## config.mk

```make
export PLATFORM = sky130hd
export DESIGN_NAME = frame_uart_tx
export DESIGN_NICKNAME = d
export VERILOG_FILES = /design/src/rtl/frame_uart_tx.sv
export SDC_FILE = /design/constraint.sdc
export NUM_CORES = 1
export LEC_CHECK = 0
export ABC_AREA = 1
export ABC_CLOCK_PERIOD_IN_PS = 3310
export CORE_AREA = 2 2 53 55
export CTS_CLUSTER_DIAMETER = 200
export CTS_CLUSTER_SIZE = 25
export DETAILED_ROUTE_END_ITERATION = 8
export DIE_AREA = 0 0 55 57
export GPL_ROUTABILITY_DRIVEN = 0
export PLACE_DENSITY = 0.81
export SETUP_SLACK_MARGIN = 0.5
export SLEW_MARGIN = 5
export SYNTH_ARGS = -nofsm -noshare
export SYNTH_HDL_FRONTEND = slang
export SYNTH_SLANG_ARGS = --single-unit
export TNS_END_PERCENT = 30
```

## constraint.sdc

```tcl
create_clock -name clock -period 3.31 [get_ports clock]
set_input_delay 0.4965 -clock clock [delete_from_list [all_inputs] [get_ports clock]]
set_output_delay 0.4965 -clock clock [all_outputs]
set_load 0.03 [all_outputs]
```

## src/rtl/frame_uart_tx.sv

```systemverilog
// frame_uart_tx: on a rising edge of `full`, reads FRAME_BYTES bytes from the
// decoded-frame mux and sends them as 8N1 UART (LSB first), preceded by a sync
// byte. `rx_hold` mirrors `busy` so the decoder can be frozen while a frame is
// read out. One extra trigger is queued as pending; any further trigger sets
// the sticky overrun flag.
module frame_uart_tx #(
    parameter int          CLKS_PER_BIT = 4,
    parameter int          FRAME_BYTES  = 12,
    parameter logic [7:0]  SYNC_BYTE    = 8'hA5
) (
    input  logic       clock,
    input  logic       reset_n,
    input  logic       full,
    input  logic [7:0] parallel_in,
    output logic [3:0] address,
    output logic       tx,
    output logic       busy,
    output logic       rx_hold,
    output logic       frame_done,
    output logic       overrun
);

    localparam int            CW       = $clog2(CLKS_PER_BIT + 1);
    localparam logic [CW-1:0] CNT_LAST = CW'(CLKS_PER_BIT - 1);
    localparam logic [3:0]    IDX_LAST = 4'(FRAME_BYTES - 1);

    typedef enum logic [2:0] {IDLE, LOAD, START, DATA, STOP} state_t;

    state_t        state, state_d;
    logic [CW-1:0] cnt, cnt_d;
    logic [2:0]    bit_cnt, bit_d;
    logic [3:0]    idx, idx_d;       // data byte index, also drives address
    logic          sync, sync_d;     // current slot is the sync byte
    logic [7:0]    shift, shift_d;
    logic          tx_d, busy_d, done_d;
    logic          pending, pending_d, overrun_d;
    logic          full_q;
    logic          trig, bit_end;

    assign trig    = full & ~full_q;
    assign bit_end = (cnt == CNT_LAST);

    assign address = idx;
    assign rx_hold = busy;

    // Next-state and datapath: every register holds unless its state moves it.
    always_comb begin
        state_d   = state;
        cnt_d     = cnt;
        bit_d     = bit_cnt;
        idx_d     = idx;
        sync_d    = sync;
        shift_d   = shift;
        busy_d    = busy;
        done_d    = 1'b0;
        pending_d = pending;
        overrun_d = overrun;

        case (state)
            IDLE: begin
                if (trig || pending) begin
                    state_d = LOAD;
                    busy_d  = 1'b1;
                    sync_d  = 1'b1;
                    idx_d   = 4'd0;
                end
            end
            LOAD: begin
                // the only place the mux byte is sampled
                shift_d = sync ? SYNC_BYTE : parallel_in;
                cnt_d   = '0;
                state_d = START;
            end
            START: begin
                if (bit_end) begin
                    cnt_d   = '0;
                    bit_d   = 3'd0;
                    state_d = DATA;
                end else begin
                    cnt_d = cnt + 1'b1;
                end
            end
            DATA: begin
                if (bit_end) begin
                    cnt_d   = '0;
                    shift_d = {1'b0, shift[7:1]};
                    if (bit_cnt == 3'd7) state_d = STOP;
                    else                 bit_d   = bit_cnt + 3'd1;
                end else begin
                    cnt_d = cnt + 1'b1;
                end
            end
            STOP: begin
                if (bit_end) begin
                    cnt_d = '0;
                    if (sync) begin
                        sync_d  = 1'b0;
                        idx_d   = 4'd0;
                        state_d = LOAD;
                    end else if (idx == IDX_LAST) begin
                        idx_d   = 4'd0;
                        busy_d  = 1'b0;
                        done_d  = 1'b1;
                        state_d = IDLE;
                    end else begin
                        idx_d   = idx + 4'd1;
                        state_d = LOAD;
                    end
                end else begin
                    cnt_d = cnt + 1'b1;
                end
            end
            default: state_d = IDLE;
        endcase

        // A trigger outside IDLE (including the frame's last cycle) is queued;
        // a second queued trigger is dropped and flagged.
        if (state == IDLE) begin
            if (trig || pending) pending_d = 1'b0;
        end else if (trig) begin
            if (pending) overrun_d = 1'b1;
            else         pending_d = 1'b1;
        end

        // tx is registered from the next state so the line never glitches
        case (state_d)
            START:   tx_d = 1'b0;
            DATA:    tx_d = shift_d[0];
            default: tx_d = 1'b1;
        endcase
    end

    // State register.
    always_ff @(posedge clock or negedge reset_n) begin
        if (!reset_n) state <= IDLE;
        else          state <= state_d;
    end

    // Datapath and output registers; reset aborts any frame with tx high.
    always_ff @(posedge clock or negedge reset_n) begin
        if (!reset_n) begin
            cnt        <= '0;
            bit_cnt    <= 3'd0;
            idx        <= 4'd0;
            sync       <= 1'b0;
            shift      <= 8'd0;
            tx         <= 1'b1;
            busy       <= 1'b0;
            frame_done <= 1'b0;
            pending    <= 1'b0;
            overrun    <= 1'b0;
            full_q     <= 1'b0;
        end else begin
            cnt        <= cnt_d;
            bit_cnt    <= bit_d;
            idx        <= idx_d;
            sync       <= sync_d;
            shift      <= shift_d;
            tx         <= tx_d;
            busy       <= busy_d;
            frame_done <= done_d;
            pending    <= pending_d;
            overrun    <= overrun_d;
            full_q     <= full;
        end
    end

endmodule

```

==> qor.json <==
{
  "internal_power_mw": 0.432,
  "grt_pass1_wl_um": 4890,
  "clock_tree.htree_level_count": 1,
  "drt_drc_violations_left": 0,
  "hold_path_class": "flip-flop to flip-flop",
  "synth_cells": 159,
  "worst-endpoint-required_ns": 2.81,
  "slew_headroom": 0.759,
  "delay_of_the_slowest_cell_on_the_worst_path_ns": 0.65,
  "worstPathCellList": "clkdlybuf4s50_1",
  "core_mm2": 0.00262,
  "drt_pass1_iterations": 4,
  "layout-area-overhead-vs-synth_pct": 18.8,
  "synth_fp_nets": 174,
  "timing.final.ws_setup_ns": 1.27,
  "die_area_mm2": 0.00314,
  "share_clk_of_total_power": 0.313,
  "pwr_cell_area_mw_per_mm2": 330,
  "via_count_of_the_first_global_routing_pass": 1175,
  "number_of_antenna_violations_at_the_first_check_in_global_routing": 0,
  "timing.hold.ws_ns": 0.500,
  "mostFrequentLayoutCell": "sky130_fd_sc_hd__nand2_1",
  "critPathLaunchType": "flip-flop",
  "numCtsBuffers": 3,
  "synth_sequential_area_ratio": 0.497,
  "place_hpwl_um": 2310,
  "floorplan.initialDensity": 0.540,
  "post_cts_buffers": 0,
  "ir_drop_mv": 0.320,
  "syn-mean-instance-area_um2": 8.88,
  "antenna_left": 0,
  "design.final.nets": 198,
  "finalHoldViolations": 0,
  "critical_path.slowest_cell": "sky130_fd_sc_hd__clkdlybuf4s50_1",
  "cellLeakagePower_nw": 0.847,
  "timing.setup.tns_ns": 0,
  "tightest_slew_ns": 0.362,
  "timing.final.crit_share": 0.615,
  "final.setup_skew_ns": 0.00553,
  "criticalPathCategory": "flip-flop to output pin",
  "ff_latch_area_um2": 702,
  "total_net_switching_power_mw": 0.122,
  "grt.total_usage": 0.217,
  "clk_root_buffer_cell": "sky130_fd_sc_hd__clkbuf_4",
  "final.fill_count": 216,
  "worst_setup_path_end_kind": "output pin",
  "fp.dieW_um": 55,
  "swShare": 0.221,
  "drt-wirelength-per-cell_um": 14.2,
  "placementRows": 19,
  "yosys_register_bits": 28,
  "layout_min_cycle_time_ns": 2.04,
  "via_count": 1164,
  "fmaxAchievable_mhz": 491,
  "timing.critical_path.arrival_ns": 1.54,
  "timing.final.max_slew_violations": 0,
  "port-buffer-count": 19,
  "cap_viol_max_count": 0,
  "syn-cell-area_mm2": 0.00141,
  "drt-initial-drc-count": 35,
  "mostFrequentLayoutCells": "sky130_fd_sc_hd__nand2_1, sky130_fd_sc_hd__dfrtp_1, sky130_fd_sc_hd__inv_1, sky130_fd_sc_hd__clkdlybuf4s50_1, sky130_fd_sc_hd__nand3_1",
  "grt_max_degree": 29,
  "path_clk_slew_ns": 0.15,
  "cts_hold_buf": 0,
  "critPathMaxFanout": 1,
  "io_pins": 20,
  "grt_setup_unrepaired": "false",
  "die_height_um": 57,
  "multi_input_area_um2": 591,
  "placedCellCount": 209,
  "power_mw": 0.554,
  "cts-root-to-sink-buffers": 2,
  "share_seq_of_total_power": 0.633,
  "cp_top_family": "buffers and inverters",
  "comb_power_share": 0.054,
  "critPathBufInv": 1,
  "grt_overflow": 0,
  "synth_warnings": 0,
  "layout.cells.non_filler": 213,
  "drive_above_1_share": 0.165,
  "vias_per_cell": 5.46,
  "routed_wirelength_um": 3020,
  "run_status": "finished clean",
  "diodes": 0,
  "tritoncts_clock_tree": "yes",
  "insertion_delay_ns": 0.35,
  "tritoncts_sink_count": 28,
  "count_of_instances_resized_after_the_clock_tree_is_built": 0,
  "worst-r2r-setup-slack_ns": 1.83,
  "setup_violations": 0,
  "synth_cell_types": 30,
  "post-place-ws_ns": 1.54
}
## final timing paths
| path | end | startpoint | cells after the start |
|---|---|---|---|
| max | tx | tx | 1 |
| min | bit_cnt[0] | bit_cnt[0] | 1 |
| max reg2reg | bit_cnt[0] | bit_cnt[0] | 8 |
| min reg2reg | bit_cnt[0] | bit_cnt[0] | 1 |
| max in group asynchronous | tx | reset_n | 2 |
| min in group asynchronous | state[2] | reset_n | 2 |
## kinds of logic after synthesis
family,after synthesis,synth area share
muxes,1,0.00709
xor gates and xnor gates,1,0.00620
and+or+nand+nor,72,0.260
DFF,28,0.497
AOI/OAI and AO/OA,22,0.110
adders and majority gates,4,0.0354
buffers and inverters,31,0.0850
## metrics by stage
stage | utilization | cell area (um2)
after global placement | 0.628 | 1640
after detailed placement | 0.628 | 1640
after global routing | 0.642 | 1680
final | 0.642 | 1680
after CTS | 0.642 | 1680
after floorplan | - | 1410
## synthesized netlist by cell type
library cell	number	area share
sky130_fd_sc_hd__nand2_1	40	0.11
sky130_fd_sc_hd__dfrtp_1	27	0.48
sky130_fd_sc_hd__inv_1	21	0.056
sky130_fd_sc_hd__nand3_1	11	0.039
sky130_fd_sc_hd__inv_2	9	0.024
sky130_fd_sc_hd__o21ai_0	8	0.028
sky130_fd_sc_hd__nor2_1	6	0.016
sky130_fd_sc_hd__ha_1	4	0.035
sky130_fd_sc_hd__nand2_2	3	0.013
sky130_fd_sc_hd__nand2_4	3	0.024
sky130_fd_sc_hd__nand4_1	3	0.013
sky130_fd_sc_hd__o211ai_1	3	0.016
sky130_fd_sc_hd__nor2_2	2	0.0089
sky130_fd_sc_hd__o221ai_1	2	0.012
sky130_fd_sc_hd__o31ai_1	2	0.011
sky130_fd_sc_hd__a21oi_4	1	0.012
sky130_fd_sc_hd__a22oi_1	1	0.0053
sky130_fd_sc_hd__a31o_2	1	0.0062
sky130_fd_sc_hd__buf_4	1	0.0053
sky130_fd_sc_hd__dfstp_2	1	0.019
sky130_fd_sc_hd__mux2i_1	1	0.0071
sky130_fd_sc_hd__nand3_2	1	0.0071
sky130_fd_sc_hd__nand3_4	1	0.012
sky130_fd_sc_hd__nor2_4	1	0.0080
sky130_fd_sc_hd__nor3_4	1	0.012
sky130_fd_sc_hd__o21ai_1	1	0.0035
sky130_fd_sc_hd__o21ai_2	1	0.0062
sky130_fd_sc_hd__o21bai_1	1	0.0053
sky130_fd_sc_hd__o22ai_1	1	0.0044
sky130_fd_sc_hd__xnor2_1	1	0.0062
## routing by layer
metal | GRT usage | part of all wire | wire, um
met4 | 0.105 | 0.013 | 38
met5 | 0 | 0 | 0
met3 | 0.0366 | 0.058 | 175
met1 | 0.240 | 0.39 | 1190
met2 | 0.388 | 0.53 | 1610
## registers in the layout (all words and copies together), names as in the netlist, 3 cells and up
name	count
bit_cnt	3
address	4
state	3
cnt	3
shift	8
## final cells by class
cell class              count  share of cell area
clock buffers               4              0.0216
multi-input cells         100               0.352
flip-flops and latches     28               0.418
inverters                  30              0.0671
well taps                  31              0.0231
repair buffers             20               0.118
## power by group through the flow
stage | combinational, mW | sequential (mW) | clock (mW)
global placement | 0.0292 | 0.357 | 0
detailed placement | 0.0304 | 0.357 | 0
finish | 0.0299 | 0.351 | 0.173
global route | 0.0334 | 0.352 | 0.186
CTS | 0.0306 | 0.351 | 0.175
floorplan | 0.00640 | 0.358 | 0
(Power assumes the default switching activity.)
